`config.mk`:
```
export PLATFORM = sky130hd
export DESIGN_NAME = k_sort_flat
export DESIGN_NICKNAME = d
export VERILOG_FILES = /design/src/rtl/k_sort_if.sv /design/src/rtl/k_sort.sv /design/src/flat_wrapper.sv
export SDC_FILE = /design/constraint.sdc
export NUM_CORES = 1
export LEC_CHECK = 0
export ABC_AREA = 0
export BUFFER_PORTS_ARGS = -buffer_cell sky130_fd_sc_hd__buf_2
export CORE_ASPECT_RATIO = 0.7
export CORE_MARGIN = 2
export CORE_UTILIZATION = 25
export CTS_BUF_LIST = sky130_fd_sc_hd__clkbuf_2
export DETAILED_ROUTE_END_ITERATION = 16
export RECOVER_POWER = 100
export SLEW_MARGIN = 25
export SYNTH_ARGS = -nofsm -noshare
export SYNTH_HDL_FRONTEND = slang
export SYNTH_SLANG_ARGS = --single-unit
```
`constraint.sdc`:
```
create_clock -name clk -period 2.21 [get_ports clk]
set_input_delay 0 -clock clk [delete_from_list [all_inputs] [get_ports clk]]
set_output_delay 0 -clock clk [all_outputs]
set_load 0.01 [all_outputs]
```
`src/rtl/k_sort_if.sv`:
```
// Sample stream into the K-nearest selector: one (distance, type) pair per
// beat with a valid/ready handshake and an end-of-query marker.
interface k_sort_if #(
  parameter int TYPE_W = 2,
  parameter int DIST_W = 16
);
  logic              in_valid;
  logic              in_ready;
  logic [DIST_W-1:0] in_dist;
  logic [TYPE_W-1:0] in_type;
  logic              in_last;

  modport master (
    output in_valid,
    output in_dist,
    output in_type,
    output in_last,
    input  in_ready
  );

  modport slave (
    input  in_valid,
    input  in_dist,
    input  in_type,
    input  in_last,
    output in_ready
  );
endinterface

```
`src/rtl/k_sort.sv`:
```
// Streaming K-nearest selector. Keeps the K smallest distances of a query in
// an ordered register table (slot 0 nearest, empty slots at the tail) and
// publishes the neighbour types and distances once the last sample arrives.
module k_sort #(
  parameter int K      = 3,
  parameter int TYPE_W = 2,
  parameter int DIST_W = 16
) (
  input  logic                     clk,
  input  logic                     rst_n,
  k_sort_if.slave                  in_bus,
  output logic [TYPE_W*K-1:0]      k_nearest_neighbours_type,
  output logic [DIST_W*K-1:0]      k_nearest_neighbours_dist,
  output logic [$clog2(K+1)-1:0]   num_valid,
  output logic                     valid_sort
);

  localparam int NUM_W = $clog2(K+1);

  typedef enum logic {COLLECT, DONE} state_t;

  state_t            state;
  logic              tbl_occ  [K];
  logic [DIST_W-1:0] tbl_dist [K];
  logic [TYPE_W-1:0] tbl_type [K];

  logic              nxt_occ  [K];
  logic [DIST_W-1:0] nxt_dist [K];
  logic [TYPE_W-1:0] nxt_type [K];

  logic              le [K];
  logic              accept;
  logic [NUM_W-1:0]  occ_count;

  assign in_bus.in_ready = (state == COLLECT);
  assign accept          = in_bus.in_valid && (state == COLLECT);

  // A slot stays put when it is occupied and not farther than the new sample;
  // since the table is sorted this forms a thermometer code, so ties keep
  // earlier arrivals ahead of the newcomer.
  always_comb begin
    for (int i = 0; i < K; i++) begin
      le[i] = tbl_occ[i] && (tbl_dist[i] <= in_bus.in_dist);
    end
  end

  // Next table after inserting the sample: the first slot that does not stay
  // takes the sample, every slot behind it takes its predecessor; the old tail
  // falls off, and a sample behind a full table changes nothing.
  always_comb begin
    for (int i = 0; i < K; i++) begin
      nxt_occ[i]  = tbl_occ[i];
      nxt_dist[i] = tbl_dist[i];
      nxt_type[i] = tbl_type[i];
    end
    if (!le[0]) begin
      nxt_occ[0]  = 1'b1;
      nxt_dist[0] = in_bus.in_dist;
      nxt_type[0] = in_bus.in_type;
    end
    for (int i = 1; i < K; i++) begin
      if (!le[i]) begin
        if (le[i-1]) begin
          nxt_occ[i]  = 1'b1;
          nxt_dist[i] = in_bus.in_dist;
          nxt_type[i] = in_bus.in_type;
        end else begin
          nxt_occ[i]  = tbl_occ[i-1];
          nxt_dist[i] = tbl_dist[i-1];
          nxt_type[i] = tbl_type[i-1];
        end
      end
    end
  end

  // Number of filled slots, published as num_valid at end of query.
  always_comb begin
    occ_count = '0;
    for (int i = 0; i < K; i++) begin
      if (tbl_occ[i]) occ_count = occ_count + NUM_W'(1);
    end
  end

  // Collect/publish controller: owns the table and the registered outputs.
  always_ff @(posedge clk or negedge rst_n) begin
    if (!rst_n) begin
      state                     <= COLLECT;
      valid_sort                <= 1'b0;
      num_valid                 <= '0;
      k_nearest_neighbours_type <= '0;
      k_nearest_neighbours_dist <= '0;
      for (int i = 0; i < K; i++) begin
        tbl_occ[i]  <= 1'b0;
        tbl_dist[i] <= '0;
        tbl_type[i] <= '0;
      end
    end else begin
      case (state)
        COLLECT: begin
          valid_sort <= 1'b0;
          if (accept) begin
            for (int i = 0; i < K; i++) begin
              tbl_occ[i]  <= nxt_occ[i];
              tbl_dist[i] <= nxt_dist[i];
              tbl_type[i] <= nxt_type[i];
            end
            if (in_bus.in_last) state <= DONE;
          end
        end
        DONE: begin
          for (int i = 0; i < K; i++) begin
            k_nearest_neighbours_type[i*TYPE_W +: TYPE_W] <= tbl_occ[i] ? tbl_type[i] : '0;
            k_nearest_neighbours_dist[i*DIST_W +: DIST_W] <= tbl_occ[i] ? tbl_dist[i] : '1;
            tbl_occ[i] <= 1'b0;
          end
          num_valid  <= occ_count;
          valid_sort <= 1'b1;
          state      <= COLLECT;
        end
        default: state <= COLLECT;
      endcase
    end
  end

endmodule
```
`src/flat_wrapper.sv`:
```
// flat-port wrapper written by rule: the top's interface ports become plain ports
module k_sort_flat 
#(
  parameter int K      = 3,
  parameter int TYPE_W = 2,
  parameter int DIST_W = 16
)
  (clk, rst_n, k_nearest_neighbours_type, k_nearest_neighbours_dist, num_valid, valid_sort, in_bus_in_valid, in_bus_in_dist, in_bus_in_type, in_bus_in_last, in_bus_in_ready);
  k_sort_if #(.TYPE_W(TYPE_W), .DIST_W(DIST_W)) in_bus_i ();
  input  logic clk;
  input  logic rst_n;
  output logic [TYPE_W*K-1:0] k_nearest_neighbours_type;
  output logic [DIST_W*K-1:0] k_nearest_neighbours_dist;
  output logic [$clog2(K+1)-1:0] num_valid;
  output logic valid_sort;
  input wire logic [$bits(in_bus_i.in_valid)-1:0] in_bus_in_valid;
  input wire logic [$bits(in_bus_i.in_dist)-1:0] in_bus_in_dist;
  input wire logic [$bits(in_bus_i.in_type)-1:0] in_bus_in_type;
  input wire logic [$bits(in_bus_i.in_last)-1:0] in_bus_in_last;
  output wire logic [$bits(in_bus_i.in_ready)-1:0] in_bus_in_ready;
  assign in_bus_i.in_valid = in_bus_in_valid;
  assign in_bus_i.in_dist = in_bus_in_dist;
  assign in_bus_i.in_type = in_bus_in_type;
  assign in_bus_i.in_last = in_bus_in_last;
  assign in_bus_in_ready = in_bus_i.in_ready;
  k_sort #(.K(K), .TYPE_W(TYPE_W), .DIST_W(DIST_W)) u_core (.clk(clk), .rst_n(rst_n), .in_bus(in_bus_i), .k_nearest_neighbours_type(k_nearest_neighbours_type), .k_nearest_neighbours_dist(k_nearest_neighbours_dist), .num_valid(num_valid), .valid_sort(valid_sort));
endmodule
```
==> Implementation_results.wiki, run 1 <==
{| class="wikitable"
! Metric !! Value
|-
| Largest voltage drop on the vdd net || ~0.47 mV
|-
| Category of the critical setup timing path || reg2reg
|-
| Yosys reg bits || 115
|-
| Routed vias/inst || about 4.8
|-
| Netlist Area Pre-Place || 6320 um^2
|-
| Overall power of the completed layout || 0.0117 W
|-
| Data required time at the worst endpoint || ~2.8 ns
|-
| Count of antenna diodes in the layout || 0
|-
| IO buf count || 79
|-
| Mean instance size in the synthesized netlist || 9.60 um^2
|-
| Largest stage delay on the critical path || 0.43 ns
|-
| Area of the die || 26600 um^2
|-
| Cell type group with the largest total delay on the critical path || buffers and inverters
|-
| Worst endpoint data arrival time || 3.18 ns
|-
| Count of antenna-violating nets left after detailed routing || 0
|-
| Number of antenna violations at the first check in global routing || 0
|-
| CTS H-tree lvls || 4
|-
| Leakage Power || 4.05 nW
|-
| Status || finished, violations left
|-
| TritonCTS clock tree || done
|-
| Final-report max-slew violation count || 0
|-
| Slowest stage cell on the critical path || sky130_fd_sc_hd__dfrtp_1
|-
| Fin cells || roughly 1200
|-
| Clk pin slew, worst setup/hold paths || approximately 0.19 ns
|-
| Aggregate routed wire length || 20.6 mm
|-
| Detailed-router iteration count before antenna repair || 5
|-
| NumNets Final || 941
|-
| Number of CTS-inserted buffers || 17
|-
| Floorplan die width || 194 um
|-
| CTS root buf || sky130_fd_sc_hd__clkbuf_2
|-
| Number of vias after detailed routing || 5795
|-
| Number of I/O pins || 80
|-
| Number of buffers on the longest clock path || 2
|-
| Worst slew margin relative to its limit || less than 1%
|-
| # setup viols final || 56
|-
| Nets in the synthesized netlist || 730
|-
| Total of fill cells in the finished design || roughly 2500
|-
| First-pass GRT wire length || 31.6 mm
|-
| Post-place setup slack || -0.366 ns
|-
| Startpoint class of the critical path || register
|-
| Portion of the clock cycle consumed by the worst path in the final layout || 118%
|-
| Fin. Hold Viols || 0
|-
| Most used flip-flop cell after synthesis || sky130_fd_sc_hd__dfrtp_1
|-
| Minimum period implied by the final worst setup slack || 2.60 ns
|-
| Placed wire-length estimate || 14.1 mm
|-
| Synth-to-Final Area Change || 42.7%
|-
| Post-synth cell types || 48
|-
| Post-Synthesis Cells || 658
|-
| Minimum setup slack in the final design || -0.388 ns
|-
| Worst Skew || 0.0287 ns
|-
| Floorplan die height || approximately 140 um
|-
| Clk_lat worst skew || about 0.7 ns
|-
| Max FO, Critical Path || 5
|-
| Core region area || 24700 um^2
|-
| Num Clock Sinks || about 120
|-
| Via count of the first global-routing pass || 5785
|-
| Aggregate global routing overflow || 0
|-
| Final core utilization || 36.4%
|-
| Share of flip-flops with an asynchronous set or reset || 100%
|-
| Share of layout cells above drive strength 1 || a little under a third
|-
| Pin count of the biggest net entering global routing || 111
|-
| Count of flip-flops with a built-in enable after synthesis || 0
|-
| Worst-margin pin slew || 1.49 ns
|-
| Setup repair after global routing missed its margin || yes
|-
| Fmax achieved || 385 MHz
|-
| Post-detailed-route wirelength per cell || 17.1 um
|-
| DRC || 0
|-
| Power density relative to cell area || 1290 nW/um^2
|-
| Initial cell density of the core || 25.5%
|-
| Cells after DPL || 1130
|-
| Violation count after the first detailed-route iteration || 411
|-
| Number of cell rows || 48
|-
| Endpoint type of the worst setup path || register
|-
| Yosys Warn Count || 0
|-
| Sequential cell area fraction in the yosys report || 45.5%
|-
| Multi-input combinational cell area || 3540 um^2
|-
| Cell with the most instances on the worst path || sky130_fd_sc_hd__buf_4
|-
| Combined buffer and inverter count along the critical path || 4
|-
| Cell Chain, Critical Path || ha_1, nand4_1, buf_4, nor3_2, nor3_2, buf_4, o2111ai_4, buf_4, buf_6, and3_4, a311oi_2, a21oi_1
|-
| Reported max-cap violation count || 0
|-
| Placer Congestion || 0.861
|-
| Worst min-delay path class || in2reg
|-
| Violated checks || setup timing
|-
| Sequential cell area || 2880 um^2
|-
| GR Util All Layers || 15.2%
|}
==> kinds of logic after synthesis <==
logic type | synth area share (%)
and+or+nand+nor | 13.2
AOI/OAI and AO/OA | 17.6
DFF | 45.5
adders and majority gates | 9.90
muxes | 6.14
buffers and inverters | 7.45
xor gates and xnor gates | 0.139
==> power breakdown <==
| group | leakage, nW | total (W) | switching, W | internal, W |
|---|---|---|---|---|
| Combinational | 2.65 | 0.00687 | 0.00344 | 0.00343 |
| Sequential | 1.28 | 0.00357 | 0.000617 | 0.00295 |
| Clock | 0.121 | 0.00124 | 0.000841 | 0.000400 |
| Total | 4.05 | 0.0117 | 0.00490 | 0.00678 |
==> routing by layer <==
| layer | global-route usage (%) | vias up | part of all wire [%] |
|---|---|---|---|
| li1 | - | 2769 | - |
| met1 | 22.1 | 2868 | 50 |
| met2 | 23.4 | 143 | 44 |
| met3 | 2.61 | 15 | 4.8 |
| met4 | 3.75 | 0 | 0.69 |
| met5 | 0 | - | 0 |
==> path summary, 6_finish.rpt <==
| kind | to | slack (ns) | start | cells after the start |
|---|---|---|---|---|
| max in group asynchronous | u_core.k_nearest_neighbours_dist[43] | 0.18 | rst_n | 4 |
| hold / removal | u_core.tbl_type[5] | 0.10 | in_bus_in_type[1] | 3 |
| setup reg to reg | u_core.tbl_dist[21] | -0.39 | u_core.tbl_dist[44] | 12 |
| hold reg to reg | u_core.k_nearest_neighbours_type[1] | 0.52 | u_core.k_nearest_neighbours_type[1] | 1 |
| setup / recovery | u_core.tbl_dist[21] | -0.39 | u_core.tbl_dist[44] | 12 |
| min in group asynchronous | u_core.tbl_dist[3] | 0.88 | rst_n | 4 |
==> synthesized netlist by cell type, types with 2 or more instances <==
| cell | instances | area, um^2 |
|---|---|---|
| sky130_fd_sc_hd__and3_1 | 17 | 106 |
| sky130_fd_sc_hd__a311oi_1 | 15 | 131 |
| sky130_fd_sc_hd__a21oi_1 | 37 | 185 |
| sky130_fd_sc_hd__a21o_1 | 5 | 37.5 |
| sky130_fd_sc_hd__o221ai_1 | 17 | 149 |
| sky130_fd_sc_hd__a31oi_1 | 36 | 225 |
| sky130_fd_sc_hd__buf_2 | 4 | 20.0 |
| sky130_fd_sc_hd__nand3_1 | 25 | 125 |
| sky130_fd_sc_hd__and4_1 | 2 | 17.5 |
| sky130_fd_sc_hd__buf_1 | 5 | 18.8 |
| sky130_fd_sc_hd__ha_1 | 50 | 626 |
| sky130_fd_sc_hd__nand2_1 | 31 | 116 |
| sky130_fd_sc_hd__o31a_1 | 2 | 17.5 |
| sky130_fd_sc_hd__dfrtp_1 | 115 | 2880 |
| sky130_fd_sc_hd__mux2_1 | 4 | 45.0 |
| sky130_fd_sc_hd__buf_6 | 4 | 45.0 |
| sky130_fd_sc_hd__mux2_2 | 18 | 203 |
| sky130_fd_sc_hd__nor2_1 | 76 | 285 |
| sky130_fd_sc_hd__o22a_1 | 3 | 26.3 |
| sky130_fd_sc_hd__o2bb2ai_1 | 3 | 26.3 |
| sky130_fd_sc_hd__nor2b_1 | 6 | 37.5 |
| sky130_fd_sc_hd__nand4_1 | 8 | 50.1 |
| sky130_fd_sc_hd__clkbuf_1 | 23 | 86.3 |
| sky130_fd_sc_hd__inv_1 | 72 | 270 |
| sky130_fd_sc_hd__o21ai_0 | 36 | 180 |
| sky130_fd_sc_hd__nor3_1 | 6 | 30.0 |
| sky130_fd_sc_hd__buf_4 | 4 | 30.0 |
| sky130_fd_sc_hd__mux2i_1 | 14 | 140 |
==> sequential cells by signal, summed over array words and instances (netlist names) <==
signal and flops:
u_core.state 1, u_core.tbl_dist 48, u_core.k_nearest_neighbours_dist 48, u_core.tbl_occ 3, u_core.valid_sort 1, u_core.tbl_type 6
u_core.num_valid 2, u_core.k_nearest_neighbours_type 6
==> worst reg2reg max path, stage by stage (launching register included) <==
cell                        delay (ns)
sky130_fd_sc_hd__dfrtp_1          0.43
sky130_fd_sc_hd__ha_1             0.30
sky130_fd_sc_hd__nand4_1          0.14
sky130_fd_sc_hd__buf_4            0.14
sky130_fd_sc_hd__nor3_2           0.03
sky130_fd_sc_hd__nor3_2           0.20
sky130_fd_sc_hd__buf_4            0.15
sky130_fd_sc_hd__o2111ai_4        0.20
sky130_fd_sc_hd__buf_4            0.21
sky130_fd_sc_hd__buf_6            0.12
sky130_fd_sc_hd__and3_4           0.16
sky130_fd_sc_hd__a311oi_2         0.27
sky130_fd_sc_hd__a21oi_1          0.12
==> layout make-up <==
type	count	share of cell area (%)
clock buffer	22	1.22
multi-input combinational	431	39.3
inverter	72	3.00
clock inverter	9	0.735
sequential	115	32.0
tap	325	4.51
timing repair buffer	232	19.3
==> through the flow <==
stage / setup TNS, ns / cell area, um^2 / hold slack, ns
after floorplan: -3.05 / 6370 / -0.296
after global placement: -11.77 / 7890 / -0.0375
after detailed placement: -13.38 / 7890 / -0.0299
after CTS: -13.61 / 8670 / 0.0346
after global routing: -21.95 / 9020 / 0.0641
final: -16.41 / 9020 / 0.100
==> placed cells by master, fill, tap and decap left out, types with 23 or more instances in the layout <==
master and n:
sky130_fd_sc_hd__dfrtp_1 113, sky130_fd_sc_hd__buf_4 96, sky130_fd_sc_hd__inv_1 72, sky130_fd_sc_hd__clkbuf_1 62, sky130_fd_sc_hd__nor2_1 58, sky130_fd_sc_hd__ha_1 41
sky130_fd_sc_hd__a31oi_1 36, sky130_fd_sc_hd__o21ai_0 35, sky130_fd_sc_hd__nand2_1 31, sky130_fd_sc_hd__nand3_1 25, sky130_fd_sc_hd__clkbuf_2 24, sky130_fd_sc_hd__dlygate4sd3_1 23
==> what timing repair did <==
action,4_1_cts,5_1_grt
pin swaps,26,31
setup buffers,8,10
gates cloned,3,5
endpoints found under the hold margin,172,0
endpoints found under the setup margin,55,56
resized for setup,43,80
hold buffers,24,0
(Power assumes the default switching activity.)
==> inputs of run 2 (changes only) <==
--- a/config.mk
+++ b/config.mk
@@ -14,4 +14,5 @@
 export DETAILED_ROUTE_END_ITERATION = 16
 export RECOVER_POWER = 100
+export SKIP_CTS_REPAIR_TIMING = 1
 export SLEW_MARGIN = 25
 export SYNTH_ARGS = -nofsm -noshare
==> constraint.sdc (replaced) <==
create_clock -name clk -period 2.21 [get_ports clk]
set_input_delay 0 -clock clk [delete_from_list [all_inputs] [get_ports clk]]
set_output_delay 0 -clock clk [all_outputs]
set_load 0.02 [all_outputs]
==> Implementation_results.wiki, run 2 (synthesis results as in run 1) <==
{| class="wikitable"
! Metric !! Value
|-
| Startpoint of the lowest-slack hold path || in_bus_in_type[1]
|-
| Core region area || 24700 um^2 (unchanged)
|-
| Largest voltage drop on the vdd net || 0.488 mV (+4.3%)
|-
| Fin. Hold Viols || 0 (unchanged)
|-
| Floorplan die height || 137 um (unchanged)
|-
| Cells after DPL || 1130 (unchanged)
|-
| Endpoint type of the worst setup path || register
|-
| Startpoint of the lowest-slack register-to-register path || u_core.tbl_dist[21]
|-
| Initial cell density of the core || 25.5% (unchanged)
|-
| Minimum setup slack in the final design || -0.378 ns (+0.00982 ns)
|-
| Fmax achieved || 386 MHz (+0.38%)
|-
| NumNets Final || 935 (-0.64%)
|-
| First-pass GRT wire length || 30.2 mm (-4.4%)
|-
| Number of vias after detailed routing || 5770 (-0.43%)
|-
| CTS H-tree lvls || 4 (unchanged)
|-
| Setup repair after global routing missed its margin || yes
|-
| Clk pin slew, worst setup/hold paths || 0.18 ns (about the same)
|-
| Startpoint class of the critical path || register
|-
| Top flop regs || u_core.k_nearest_neighbours_dist (48), u_core.tbl_dist (48)
|-
| DRC || 0 (unchanged)
|-
| Num Clock Sinks || 115 (unchanged)
|-
| Count of antenna-violating nets left after detailed routing || 0 (unchanged)
|-
| Fin cells || 1200 (-0.50%)
|-
| Number of buffers on the longest clock path || 2 (unchanged)
|-
| R2R depth || 10 (-2)
|-
| Floorplan die width || 194 um (unchanged)
|-
| # setup viols final || 55 (-1.8%)
|-
| Pin count of the biggest net entering global routing || 111 (unchanged)
|-
| Cell Chain, Critical Path || ha_4, nand4_1, nor4_2, buf_4, a21bo_4, a31oi_4, o21ba_4, clkbuf_16, nor2_2, a21oi_2
|-
| Combined buffer and inverter count along the critical path || 2 (-2)
|-
| IO buf count || 79 (unchanged)
|-
| Routed vias/inst || 4.81 (about the same)
|-
| Max FO, Critical Path || 7 (+2)
|-
| Category of the critical setup timing path || reg2reg
|-
| Worst-case register-to-register setup slack || -0.38 ns (about the same)
|-
| Crit Reg-Reg Endpoint || u_core.tbl_dist[28]
|-
| Slowest stage cell on the critical path || sky130_fd_sc_hd__dfrtp_1
|-
| Share of layout cells above drive strength 1 || 30.1% (-1.8 points)
|-
| Aggregate routed wire length || 20.7 mm (+0.16%)
|-
| Status || finished, violations left
|-
| Leading cell type in the layout, fill and taps excluded || sky130_fd_sc_hd__dfrtp_1
|-
| Count of antenna diodes in the layout || 0 (unchanged)
|-
| Placed wire-length estimate || 14.1 mm (unchanged)
|-
| CTS root buf || sky130_fd_sc_hd__clkbuf_2
|-
| Placer Congestion || 0.861 (unchanged)
|-
| Worst hold slack || 0.0974 ns (-0.00304 ns)
|-
| Violation count after the first detailed-route iteration || 318 (-23%)
|-
| Cell type group with the largest total delay on the critical path || compound AO/OA/AOI/OAI gates
|-
| Number of I/O pins || 80 (unchanged)
|-
| Worst-margin pin slew || 1.49 ns (+0.00566 ns)
|-
| Worst slew margin relative to its limit || 0.435% (-0.38 points)
|-
| Aggregate global routing overflow || 0 (unchanged)
|-
| Leakage Power || 4.04 nW (-0.18%)
|-
| Commonest non-fill, non-tap cells in the layout || sky130_fd_sc_hd__dfrtp_1 (113), sky130_fd_sc_hd__buf_4 (96), sky130_fd_sc_hd__inv_1 (72), sky130_fd_sc_hd__clkbuf_1 (62), sky130_fd_sc_hd__nor2_1 (58)
|-
| Data required time at the worst endpoint || 2.87 ns (+0.08 ns)
|-
| Hold EP || u_core.tbl_type[5]
|-
| Largest stage delay on the critical path || 0.46 ns (+0.03 ns)
|-
| Area of the die || 26600 um^2 (unchanged)
|-
| Violated checks || capacitance limit, setup timing
|-
| Number of CTS-inserted buffers || 17 (unchanged)
|-
| Number of cell rows || 48 (unchanged)
|-
| Reported max-cap violation count || 1 (+1)
|-
| Final-report max-slew violation count || 0 (unchanged)
|-
| Critical path depth || 10 (-2)
|-
| Via count of the first global-routing pass || 5563 (-3.8%)
|-
| Detailed-router iteration count before antenna repair || 6 (+1)
|-
| Portion of the clock cycle consumed by the worst path in the final layout || 117% (-0.44 points)
|-
| Worst Skew || 0.0268 ns (-0.00187 ns)
|-
| Post-detailed-route wirelength per cell || 17.2 um (+0.66%)
|-
| TritonCTS clock tree || done
|-
| GR Util All Layers || 14.5% (-0.70 points)
|-
| Number of antenna violations at the first check in global routing || 0 (unchanged)
|-
| Power density relative to cell area || 1320 nW/um^2 (+1.6%)
|-
| Synth-to-Final Area Change || 41.1%
|-
| Depth of the worst hold-timing path || 3 (unchanged)
|-
| Worst endpoint data arrival time || 3.25 ns (+0.07 ns)
|-
| Minimum period implied by the final worst setup slack || 2.59 ns (-0.00982 ns)
|-
| Clk_lat worst skew || 0.72 ns (about the same)
|-
| Worst min-delay path class || in2reg
|}
## run 2: cell types whose count changed in the layout (fill, tap and decap cells not counted), moves of 3 or more
| cell | change |
|---|---|
| sky130_fd_sc_hd__and3_4 | -4 |
| sky130_fd_sc_hd__o221ai_2 | -3 |
| sky130_fd_sc_hd__o221ai_1 | +3 |
| sky130_fd_sc_hd__and3_1 | +4 |
| sky130_fd_sc_hd__mux2_4 | +7 |
| sky130_fd_sc_hd__buf_6 | -6 |
| sky130_fd_sc_hd__mux2_2 | -7 |
## run 2: layer usage
| layer | GRT usage [%] | up-vias | routed length (um) |
|---|---|---|---|
| li1 | - | 2766 | - |
| met1 | 20.8 | 2805 | 10400 |
| met2 | 22.6 | 172 | 8830 |
| met3 | 2.71 | 27 | 1100 |
| met4 | 3.66 | 0 | 298 |
| met5 | 0 | - | 0 |
## run 2: how the worst max path moves through the flow
| stage | slack (ns) | startpoint | endpoint |
|---|---|---|---|
| after detailed placement | -0.37 | u_core.tbl_dist[5] | u_core.tbl_dist[10] |
| final | -0.38 | u_core.tbl_dist[21] | u_core.tbl_dist[28] |
| after global routing | -0.47 | u_core.tbl_dist[21] | u_core.tbl_type[3] |
| after floorplan | -0.19 | u_core.tbl_dist[5] | u_core.tbl_dist[10] |
| after global placement | -0.30 | u_core.tbl_dist[5] | u_core.tbl_dist[14] |
| after CTS | -0.42 | u_core.tbl_dist[5] | u_core.tbl_dist[14] |
## run 2: area by class of cell
cell class,instances,area [um^2]
clock buffers,22,110
multi-input cells,431,3490
repair buffers,226,1690
fillers,2515,15800
clock inverters,9,66.3
flip-flops and latches,115,2880
inverters,72,270
well taps,325,407
## run 2: where the power goes
| group | internal [W] | switching (W) |
|---|---|---|
| Clock | 0.000400 | 0.000851 |
| Sequential | 0.00295 | 0.000611 |
| Combinational | 0.00328 | 0.00363 |
## run 2: through the flow
stage | TNS [ns] | utilization [%] | instance area [um^2] | setup slack, ns | power, W
after floorplan | -3.05 | - | 6370 | -0.193 | 0.00689
after global placement | -11.77 | 31.9 | 7890 | -0.298 | 0.00926
after detailed placement | -13.38 | 31.9 | 7890 | -0.366 | 0.00937
after CTS | -16.06 | 32.6 | 8070 | -0.420 | 0.0106
after global routing | -24.57 | 36.0 | 8910 | -0.468 | 0.0126
final | -17.78 | 36.0 | 8910 | -0.378 | 0.0117
## run 2: tightest hold or removal path: stages
cell	delay, ns
sky130_fd_sc_hd__dlygate4sd3_1	0.51
sky130_fd_sc_hd__buf_2	0.14
sky130_fd_sc_hd__mux2_4	0.14
